--- config.mk ---
export PLATFORM = sky130hd
export DESIGN_NAME = time_display_mux_flat
export DESIGN_NICKNAME = d
export VERILOG_FILES = /design/src/rtl/time_display_mux_if.sv /design/src/rtl/time_display_mux.sv /design/src/flat_wrapper.sv
export SDC_FILE = /design/constraint.sdc
export NUM_CORES = 1
export LEC_CHECK = 0
export BUFFER_PORTS_ARGS = -buffer_cell sky130_fd_sc_hd__buf_4
export CORE_MARGIN = 5
export CORE_UTILIZATION = 58
export CTS_CLUSTER_DIAMETER = 40
export DETAILED_ROUTE_END_ITERATION = 7
export HOLD_SLACK_MARGIN = 0.12
export PLACE_DENSITY = 0.8
export SLEW_MARGIN = 20
export SYNTH_ARGS = -nofsm -noshare
export SYNTH_HDL_FRONTEND = slang
export SYNTH_SLANG_ARGS = --single-unit
--- constraint.sdc ---
create_clock -name clk -period 5.8 [get_ports clk]
set_input_delay 0.58 -clock clk [delete_from_list [all_inputs] [get_ports clk]]
set_output_delay 0.58 -clock clk [all_outputs]
set_load 0.01 [all_outputs]
--- src/rtl/time_display_mux_if.sv ---
// Display-side bundle: enables and binary time counts in, multiplexed segment/anode drive out.
interface time_display_mux_if;
  logic       en;
  logic       dp_en;
  logic [5:0] count_sec;
  logic [5:0] count_min;
  logic [5:0] count_hrs;
  logic [6:0] seg;
  logic [5:0] an;
  logic       dp;
  logic       frame_start;

  modport slave (
    input  en, dp_en, count_sec, count_min, count_hrs,
    output seg, an, dp, frame_start
  );

  modport master (
    output en, dp_en, count_sec, count_min, count_hrs,
    input  seg, an, dp, frame_start
  );
endinterface

--- src/rtl/time_display_mux.sv ---
// Six-digit multiplexed seven-segment driver with per-frame snapshot and anti-ghost blanking.
// Outputs are registered, 1-cycle latency from scan state; free-running scan, no backpressure.
module time_display_mux #(
  parameter int REFRESH_DIV = 50000,
  parameter int BLANK_CYC   = 4
) (
  input  logic               clk,
  input  logic               reset,
  time_display_mux_if.slave  bus
);

  localparam int              SW        = (REFRESH_DIV > 1) ? $clog2(REFRESH_DIV) : 1;
  localparam logic [SW-1:0]   SLOT_MAX  = SW'(REFRESH_DIV - 1);
  localparam logic [SW-1:0]   BLANK_END = SW'(BLANK_CYC);

  localparam logic [6:0] SEG_BLANK = 7'h7F;
  localparam logic [6:0] SEG_DASH  = 7'h3F;
  localparam logic [5:0] AN_OFF    = 6'h3F;

  logic [SW-1:0] slot_cnt_q, slot_cnt_d;
  logic [2:0]    digit_idx_q, digit_idx_d;
  logic [5:0]    sec_q, sec_d;
  logic [5:0]    min_q, min_d;
  logic [5:0]    hrs_q, hrs_d;
  logic [6:0]    seg_q, seg_d;
  logic [5:0]    an_q, an_d;
  logic          dp_q, dp_d;
  logic          frame_start_q, frame_start_d;

  logic          frame_go;
  logic [5:0]    field;
  logic [3:0]    digit_val;

  function automatic logic [6:0] seg_code(input logic [3:0] d);
    logic [6:0] s;
    case (d)
      4'd0:    s = 7'h40;
      4'd1:    s = 7'h79;
      4'd2:    s = 7'h24;
      4'd3:    s = 7'h30;
      4'd4:    s = 7'h19;
      4'd5:    s = 7'h12;
      4'd6:    s = 7'h02;
      4'd7:    s = 7'h78;
      4'd8:    s = 7'h00;
      4'd9:    s = 7'h10;
      default: s = 7'h7F;
    endcase
    return s;
  endfunction

  function automatic logic [3:0] bcd_tens(input logic [5:0] v);
    logic [5:0] t;
    t = v / 6'd10;
    return t[3:0];
  endfunction

  function automatic logic [3:0] bcd_units(input logic [5:0] v);
    logic [5:0] u;
    u = v % 6'd10;
    return u[3:0];
  endfunction

  always_comb begin
    slot_cnt_d    = slot_cnt_q;
    digit_idx_d   = digit_idx_q;
    sec_d         = sec_q;
    min_d         = min_q;
    hrs_d         = hrs_q;
    seg_d         = SEG_BLANK;
    an_d          = AN_OFF;
    dp_d          = 1'b1;
    frame_start_d = 1'b0;
    field         = 6'd0;
    digit_val     = 4'd0;

    frame_go = bus.en && (digit_idx_q == 3'd0) && (slot_cnt_q == '0);

    if (!bus.en) begin
      slot_cnt_d  = '0;
      digit_idx_d = 3'd0;
    end else if (slot_cnt_q == SLOT_MAX) begin
      slot_cnt_d  = '0;
      // Any out-of-range index recovers to digit 0 on the wrap.
      digit_idx_d = (digit_idx_q >= 3'd5) ? 3'd0 : digit_idx_q + 3'd1;
    end else begin
      slot_cnt_d  = slot_cnt_q + SW'(1);
    end

    if (frame_go) begin
      sec_d         = bus.count_sec;
      min_d         = bus.count_min;
      hrs_d         = bus.count_hrs;
      frame_start_d = 1'b1;
    end

    case (digit_idx_q)
      3'd0, 3'd1: field = sec_q;
      3'd2, 3'd3: field = min_q;
      default:    field = hrs_q;
    endcase
    digit_val = digit_idx_q[0] ? bcd_tens(field) : bcd_units(field);

    if (bus.en && (slot_cnt_q >= BLANK_END) && (digit_idx_q <= 3'd5)) begin
      an_d = ~(6'b000001 << digit_idx_q);
      if (field >= 6'd60)
        seg_d = SEG_DASH;
      else if ((digit_idx_q == 3'd5) && (hrs_q < 6'd10))
        seg_d = SEG_BLANK;
      else
        seg_d = seg_code(digit_val);
      dp_d = !(bus.dp_en && ((digit_idx_q == 3'd2) || (digit_idx_q == 3'd4)));
    end
  end

  always_ff @(posedge clk or negedge reset) begin
    if (!reset) begin
      slot_cnt_q    <= '0;
      digit_idx_q   <= 3'd0;
      sec_q         <= 6'd0;
      min_q         <= 6'd0;
      hrs_q         <= 6'd0;
      seg_q         <= SEG_BLANK;
      an_q          <= AN_OFF;
      dp_q          <= 1'b1;
      frame_start_q <= 1'b0;
    end else begin
      slot_cnt_q    <= slot_cnt_d;
      digit_idx_q   <= digit_idx_d;
      sec_q         <= sec_d;
      min_q         <= min_d;
      hrs_q         <= hrs_d;
      seg_q         <= seg_d;
      an_q          <= an_d;
      dp_q          <= dp_d;
      frame_start_q <= frame_start_d;
    end
  end

  assign bus.seg         = seg_q;
  assign bus.an          = an_q;
  assign bus.dp          = dp_q;
  assign bus.frame_start = frame_start_q;

endmodule
--- src/flat_wrapper.sv ---
// flat-port wrapper written by rule: the top's interface ports become plain ports
module time_display_mux_flat 
#(
  parameter int REFRESH_DIV = 50000,
  parameter int BLANK_CYC   = 4
)
  (clk, reset, bus_en, bus_dp_en, bus_count_sec, bus_count_min, bus_count_hrs, bus_seg, bus_an, bus_dp, bus_frame_start);
  time_display_mux_if bus_i ();
  input  logic clk;
  input  logic reset;
  input wire logic [$bits(bus_i.en)-1:0] bus_en;
  input wire logic [$bits(bus_i.dp_en)-1:0] bus_dp_en;
  input wire logic [$bits(bus_i.count_sec)-1:0] bus_count_sec;
  input wire logic [$bits(bus_i.count_min)-1:0] bus_count_min;
  input wire logic [$bits(bus_i.count_hrs)-1:0] bus_count_hrs;
  output wire logic [$bits(bus_i.seg)-1:0] bus_seg;
  output wire logic [$bits(bus_i.an)-1:0] bus_an;
  output wire logic [$bits(bus_i.dp)-1:0] bus_dp;
  output wire logic [$bits(bus_i.frame_start)-1:0] bus_frame_start;
  assign bus_i.en = bus_en;
  assign bus_i.dp_en = bus_dp_en;
  assign bus_i.count_sec = bus_count_sec;
  assign bus_i.count_min = bus_count_min;
  assign bus_i.count_hrs = bus_count_hrs;
  assign bus_seg = bus_i.seg;
  assign bus_an = bus_i.an;
  assign bus_dp = bus_i.dp;
  assign bus_frame_start = bus_i.frame_start;
  time_display_mux #(.REFRESH_DIV(REFRESH_DIV), .BLANK_CYC(BLANK_CYC)) u_core (.clk(clk), .reset(reset), .bus(bus_i));
endmodule
==> results of run 1 <==
-- metrics by stage --
step	setup slack, ns	instance area (sq um)	total power, mW
2_1_floorplan	1.13	2930	0.776
3_3_place_gp	0.898	3270	0.875
3_5_place_dp	0.675	3270	0.887
4_1_cts	0.647	3360	1.10
5_1_grt	0.0847	3360	1.18
6_report	0.571	3360	1.10
-- cells in the mapped netlist (3+ instances only) --
cell type  instances  area share
o21ai_0            7       0.012
or3_1              3      0.0064
ha_1              16       0.068
nor3_1             8       0.014
buf_2              3      0.0051
mux2i_1            3       0.010
a221o_1            3       0.010
o311ai_0           3      0.0090
xor2_1             8       0.024
nand3_1           20       0.034
clkbuf_1           3      0.0038
o211ai_1           3      0.0077
xnor2_1            6       0.018
inv_1             15       0.019
nand4_1            4      0.0086
dfrtp_1           38        0.33
dfstp_2           14        0.13
and2_1             9       0.019
mux2_2            19       0.073
nor4_1             4      0.0086
and3_1             3      0.0064
nor2_1            28       0.036
a22oi_1            3      0.0077
a21oi_1            5      0.0086
nand2_1           18       0.023
-- worst max-delay path by stage --
stage / start / to / slack, ns / cells after the start
after floorplan: u_core.digit_idx_q[0]$_DFFE_PN0P_ / u_core.bus.seg[3]$_DFF_PN1_ / 1.13 / 19
after global placement: u_core.digit_idx_q[0]$_DFFE_PN0P_ / u_core.bus.seg[2]$_DFF_PN1_ / 0.90 / 17
after detailed placement: u_core.digit_idx_q[0]$_DFFE_PN0P_ / u_core.bus.seg[2]$_DFF_PN1_ / 0.68 / 17
after CTS: u_core.digit_idx_q[0]$_DFFE_PN0P_ / u_core.bus.seg[2]$_DFF_PN1_ / 0.65 / 17
after global routing: u_core.digit_idx_q[0]$_DFFE_PN0P_ / u_core.bus.seg[2]$_DFF_PN1_ / 0.08 / 17
final: u_core.digit_idx_q[0]$_DFFE_PN0P_ / u_core.bus.seg[3]$_DFF_PN1_ / 0.57 / 16
-- placed cells by master, fill, tap and decap left out, types with 3 or more instances in the layout --
cell	n
nor2_1	28
buf_4	38
dfstp_2	14
a221o_1	3
nand2_1	18
xnor2_1	6
and3_1	3
clkbuf_8	6
or3_1	3
nand3_1	20
o211ai_1	3
a21oi_1	5
inv_1	15
nor3_1	8
mux2i_1	3
ha_1	16
o21ai_0	7
a22oi_1	3
nor4_1	4
xor2_1	8
and2_1	9
dfrtp_1	38
mux2_2	19
o311ai_0	3
nand4_1	4
-- routing by layer --
metal / vias to the layer above / GRT usage
met4: 0 / 0.0541
met1: 1093 / 0.262
met2: 54 / 0.332
met3: 8 / 0.0499
li1: 1113 / -
met5: - / 0
-- state kept, by name, indices dropped and copies added (netlist names) --
signal                  flops
u_core.bus.frame_start      1
u_core.bus.seg              7
u_core.sec_q                6
u_core.slot_cnt_q          16
u_core.digit_idx_q          3
u_core.bus.an               6
u_core.hrs_q                6
u_core.bus.dp               1
u_core.min_q                6
-- logic make-up (layout without fill, tap and decap cells) --
family | count (synthesis) | in the layout | synth area share
buffers and inverters | 23 | 63 | 0.0316
and+or+nand+nor | 107 | 107 | 0.186
DFF | 52 | 52 | 0.451
xor gates and xnor gates | 14 | 14 | 0.0419
adders and majority gates | 16 | 16 | 0.0684
muxes | 22 | 22 | 0.0834
AOI/OAI and AO/OA | 51 | 51 | 0.137
-- worst reg2reg max path: stages (launching register included) --
cell and delay (ns):
dfrtp_1 0.60, inv_1 0.20, ha_1 0.23, nor2b_2 0.19, or2_0 0.34, a221oi_2 0.73
nor3_1 0.15, a21oi_1 0.23, ha_1 0.29, a21oi_1 0.13, a22oi_1 0.10, a41o_1 0.29
or3_1 0.39, a41oi_1 0.45, ha_1 0.33, and2_1 0.14, o311ai_0 0.33
-- area by class of cell --
type	instances	area (sq um)
Multi-Input combinational cell	210	1510
Inverter	17	66.3
Fill cell	405	1450
Timing Repair Buffer	38	285
Sequential cell	52	1320
Clock buffer	6	82.6
Clock inverter	2	13.8
Tap cell	67	83.8
-- power groups by stage --
| stage | sequential, mW | combinational [mW] | clock [mW] |
|---|---|---|---|
| 4_1_cts | 0.428 | 0.454 | 0.222 |
| 2_1_floorplan | 0.427 | 0.349 | 0 |
| 3_3_place_gp | 0.433 | 0.442 | 0 |
| 3_5_place_dp | 0.435 | 0.452 | 0 |
| 5_1_grt | 0.433 | 0.511 | 0.239 |
| 6_report | 0.427 | 0.457 | 0.218 |
==> impl_metrics.py, run 1 <==
metrics = {
    "floorplan": {
        "coreArea_sq_mm": 0.00482,
        "die-area_sq_mm": 0.00656,
        "start_util": 0.607,
        "ioPinCount": 37,
        "die_h_microns": 81.0,
        "row_count": 25,
        "die_w_microns": 81.0,
    },
    "sta": {
        "finalSetupTns_ns": 0,
        "setup_violations": 0,
        "min_period_over_period": 0.902,
        "tightest_slew_ns": 0.778,
        "final-hold-violation-count": 0,
        "period_minus_slack_ns": 5.23,
        "slew_viol_final": 0,
        "grt_setup_unrepaired": "false",
        "max-slew-margin-rel": 0.481,
        "skew_ns": 0.0113,
        "fmax_mhz": 191,
        "holdWs_ns": 0.266,
    },
    "power_and_ir_drop": {
        "irDropWorstVdd_mv": 0.210,
        "combPwrFrac": 0.415,
        "p_leak_nw": 1.43,
        "p_switching_mw": 0.400,
        "switching_share": 0.362,
        "seq_power_share": 0.388,
        "p_int_mw": 0.703,
        "power_density_mw_per_mm2": 328,
        "clkPwrFrac": 0.198,
    },
    "final_layout": {
        "drive_gt1_frac": 0.280,
        "fin_util": 0.698,
        "final_cells": 392,
        "final_nets": 362,
        "num_antenna_cells": 0,
        "syn_to_final_growth_pct": 15.0,
    },
    "global_route": {
        "grt_pass1_vias": 2201,
        "grt_max_degree": 53,
        "globalRouteOverflowTotal": 0,
        "track_usage": 0.201,
        "grt_pass1_wl_microns": 10400,
        "antenna_found_initial": 0,
    },
    "clock_network": {
        "clk_latency_ns": 0.31,
        "post_cts_resized": 0,
        "root_buffer": "clkbuf_8",
        "cts_tree": "done",
        "cts_buffers": 5,
        "cts_setup_buffers": 0,
        "cts.sinks": 52,
        "cts.path.max_buffers": 2,
        "cts_hold_buffers": 0,
        "cts_max_level": 2,
        "path_clk_slew_ns": 0.10,
    },
    "drt": {
        "wl_met3_microns": 337,
        "drtIter0Drc": 162,
        "drc": 0,
        "drt-vias-per-instance": 5.79,
        "top_layer_used": "met4",
        "final_antenna_net_count": 0,
        "wirelength_microns": 5920,
        "wl_met2_microns": 2780,
        "firstDrtPassIters": 4,
        "wl_per_cell_microns": 15.1,
        "vias": 2268,
        "drt-met1-wl_microns": 2740,
    },
    "synthesis": {
        "ys.flop_type": "dfrtp_1",
        "syn_area_sq_mm": 0.00293,
        "ys_ff_latch": 52,
        "synth-edff-count": 0,
        "seq_area_frac_synth": 0.451,
        "synth_area_per_cell_sq_um": 10.3,
        "ys_types": 59,
        "synthArstFlopShare": 1.00,
        "synthCells": 285,
        "yosys_warnings": 0,
        "syn-num-nets": 323,
    },
    "flow_run": {
        "cap_violations": 0,
    },
    "setup_path": {
        "crit_family": "compound AO/OA/AOI/OAI gates",
        "required_ns": 5.99,
        "reg2reg_depth": 16,
        "start_kind": "register",
        "worstPathArrival_ns": 5.42,
        "crit_top_cell": "ha_1",
        "worstReg2RegEnd": "u_core.bus.seg[3]$_DFF_PN1_",
        "critical_path_buf_inv_count": 1,
        "timing.critical_path.to_type": "register",
        "critPathSlowestCell": "a221oi_2",
        "r2r-start": "u_core.digit_idx_q[0]$_DFFE_PN0P_",
        "max_stage_delay_ns": 0.73,
        "criticalPathCategory": "register to register",
        "cp_max_fo": 13,
        "ff2ff_setup_slack_ns": 0.57,
        "path_cells": "inv_1 > ha_1 > nor2b_2 > or2_0 > a221oi_2 > nor3_1 > a21oi_1 > ha_1 > a21oi_1 > a22oi_1 > a41o_1 > or3_1 > a41oi_1 > ha_1 > and2_1 > o311ai_0",
    },
    "placed_design": {
        "port_buffers": 36,
        "hpwl_microns": 4490,
        "gp_congestion": 0.867,
        "dp_cells": 384,
    },
    "run_status": {
        "status": "finished clean",
    },
    "min_path": {
        "hp-class": "primary input to asynchronous set/reset pin",
    },
}
No activity file was read; power rests on OpenSTA's default activity.
==> inputs of run 2 (changes only) <==
--- a/config.mk
+++ b/config.mk
@@ -6,6 +6,7 @@
 export NUM_CORES = 1
 export LEC_CHECK = 0
 export BUFFER_PORTS_ARGS = -buffer_cell sky130_fd_sc_hd__buf_4
+export CORE_ASPECT_RATIO = 0.8
 export CORE_MARGIN = 5
 export CORE_UTILIZATION = 58
 export CTS_CLUSTER_DIAMETER = 40
==> run 2 against run 1 <==
Net effect:
- non-clock buffer count grew 1
- count of clock-buffer cells in the layout stayed put
- sequential power barely moved
- clock power shrank 4%
- first-iteration DRC count up 23%
- clock skew down 0.0037 ns
- utilization shrank 1.9 points
- register-to-register slack improved by 0.05 ns
- largest cell class unchanged
==> impl_metrics.py, run 2 (synthesis results as in run 1) <==
metrics = {
    "sta": {
        "slew_viol_final": 0,
        "setup_violations": 0,
        "final-hold-violation-count": 0,
        "finalSetupTns_ns": 0,
        "min_period_over_period": 0.893,
        "skew_ns": 0.00752,
        "tightest_slew_ns": 0.630,
        "fmax_mhz": 193,
        "period_minus_slack_ns": 5.18,
        "grt_setup_unrepaired": "false",
        "max-slew-margin-rel": 0.580,
    },
    "global_route": {
        "grt_pass1_wl_microns": 10500,
        "grt_max_degree": 53,
        "globalRouteOverflowTotal": 0,
        "grt_pass1_vias": 2229,
        "antenna_found_initial": 0,
        "track_usage": 0.206,
    },
    "flow_run": {
        "cap_violations": 0,
    },
    "power_and_ir_drop": {
        "clkPwrFrac": 0.191,
        "power_density_mw_per_mm2": 327,
        "p_switching_mw": 0.396,
        "p_int_mw": 0.702,
        "seq_power_share": 0.389,
        "switching_share": 0.360,
        "p_leak_nw": 1.43,
        "combPwrFrac": 0.420,
        "irDropWorstVdd_mv": 0.179,
    },
    "drt": {
        "drt-vias-per-instance": 5.90,
        "final_antenna_net_count": 0,
        "vias": 2290,
        "drtIter0Drc": 199,
        "wirelength_microns": 6070,
        "wl_per_cell_microns": 15.6,
        "drc": 0,
        "firstDrtPassIters": 4,
    },
    "setup_path": {
        "criticalPathCategory": "register to register",
        "worstPathArrival_ns": 5.41,
        "reg2reg_depth": 18,
        "timing.critical_path.to_type": "register",
        "ff2ff_setup_slack_ns": 0.62,
        "crit_top_cell": "ha_1",
        "path_cells": "inv_1 > ha_1 > nor2b_2 > or2_0 > a221o_2 > inv_4 > ha_1 > nand2b_1 > a2111oi_0 > a2bb2oi_1 > nor3_1 > o21ba_4 > or3_1 > a41oi_1 > inv_1 > ha_1 > mux2_2 > o211ai_1",
        "critPathSlowestCell": "dfrtp_1",
        "cp_max_fo": 13,
        "required_ns": 6.03,
        "worstReg2RegEnd": "u_core.bus.seg[5]$_DFF_PN1_",
        "r2r-start": "u_core.digit_idx_q[0]$_DFFE_PN0P_",
        "max_stage_delay_ns": 0.58,
        "start_kind": "register",
    },
    "final_layout": {
        "num_antenna_cells": 0,
        "final_common_cell": "buf_4",
        "final_nets": 363,
        "syn_to_final_growth_pct": 14.9,
        "final_cells": 388,
        "top_register": "u_core.slot_cnt_q",
        "largest_register_ffs": 16,
        "final_cell_mix": "buf_4 (39), dfrtp_1 (38), nor2_1 (28)",
        "drive_gt1_frac": 0.282,
    },
    "min_path": {
        "hp-class": "primary input to asynchronous set/reset pin",
    },
    "floorplan": {
        "coreArea_sq_mm": 0.00495,
        "die_w_microns": 89.4,
        "die-area_sq_mm": 0.00657,
        "die_h_microns": 73.5,
        "ioPinCount": 37,
        "row_count": 23,
        "start_util": 0.591,
    },
    "clock_network": {
        "cts.sinks": 52,
        "root_buffer": "clkbuf_8",
        "clk_latency_ns": 0.31,
        "cts.path.max_buffers": 2,
        "post_cts_resized": 0,
        "path_clk_slew_ns": 0.09,
        "cts_max_level": 2,
        "cts_hold_buffers": 0,
        "cts_buffers": 5,
        "cts_tree": "done",
        "cts_setup_buffers": 0,
    },
    "run_status": {
        "status": "finished clean",
    },
    "placed_design": {
        "hpwl_microns": 4540,
        "dp_cells": 380,
        "port_buffers": 36,
        "gp_congestion": 0.876,
    },
}
## run 2: routing by layer
metal | wire [microns] | up-vias | track usage
met2 | 2680 | 62 | 0.301
met3 | 343 | 8 | 0.0359
met4 | 90 | 0 | 0.0810
li1 | - | 1108 | -
met5 | 0 | - | 0
met1 | 2950 | 1112 | 0.304
## run 2: power by group through the flow
stage | Sequential [mW] | Clock [mW] | Combinational (mW)
2_1_floorplan | 0.427 | 0 | 0.349
4_1_cts | 0.428 | 0.216 | 0.459
5_1_grt | 0.432 | 0.228 | 0.517
6_report | 0.428 | 0.209 | 0.461
3_3_place_gp | 0.434 | 0 | 0.443
3_5_place_dp | 0.434 | 0 | 0.456
## run 2: critical path, delay by kind of cell (launching register included)
kind,cells,cell delay [ns]
AOI/OAI and AO/OA,6,1.97
adders and majority gates,3,0.72
buffers and inverters,3,0.49
DFF,1,0.58
muxes,1,0.25
and+or+nand+nor,5,1.09
## run 2: worst max-delay path by stage
| stage | from | to | slack [ns] |
|---|---|---|---|
| floorplan | u_core.digit_idx_q[0]$_DFFE_PN0P_ | u_core.bus.seg[3]$_DFF_PN1_ | 1.13 |
| global placement | u_core.digit_idx_q[0]$_DFFE_PN0P_ | u_core.bus.seg[5]$_DFF_PN1_ | 0.93 |
| detailed placement | u_core.digit_idx_q[0]$_DFFE_PN0P_ | u_core.bus.seg[5]$_DFF_PN1_ | 0.67 |
| CTS | u_core.digit_idx_q[0]$_DFFE_PN0P_ | u_core.bus.seg[5]$_DFF_PN1_ | 0.66 |
| global route | u_core.digit_idx_q[0]$_DFFE_PN0P_ | u_core.bus.seg[3]$_DFF_PN1_ | 0.13 |
| finish | u_core.digit_idx_q[0]$_DFFE_PN0P_ | u_core.bus.seg[5]$_DFF_PN1_ | 0.62 |
## run 2: layout make-up
cell class / count / area (sq um)
multi-input cells: 210 / 1510
clock inverters: 2 / 10.0
flip-flops and latches: 52 / 1320
fillers: 388 / 1590
inverters: 17 / 66.3
well taps: 62 / 77.6
repair buffers: 39 / 293
clock buffers: 6 / 82.6
## run 2: stage by stage
stage / instance area (sq um) / worst slack [ns] / total power [mW] / util / hold WS (ns)
global placement: 3270 / 0.929 / 0.877 / 0.661 / 0.487
floorplan: 2930 / 1.13 / 0.776 / - / 0.284
finish: 3360 / 0.620 / 1.10 / 0.679 / 0.282
CTS: 3360 / 0.663 / 1.10 / 0.679 / 0.306
detailed placement: 3270 / 0.674 / 0.891 / 0.661 / 0.492
global route: 3360 / 0.134 / 1.18 / 0.679 / 0.340
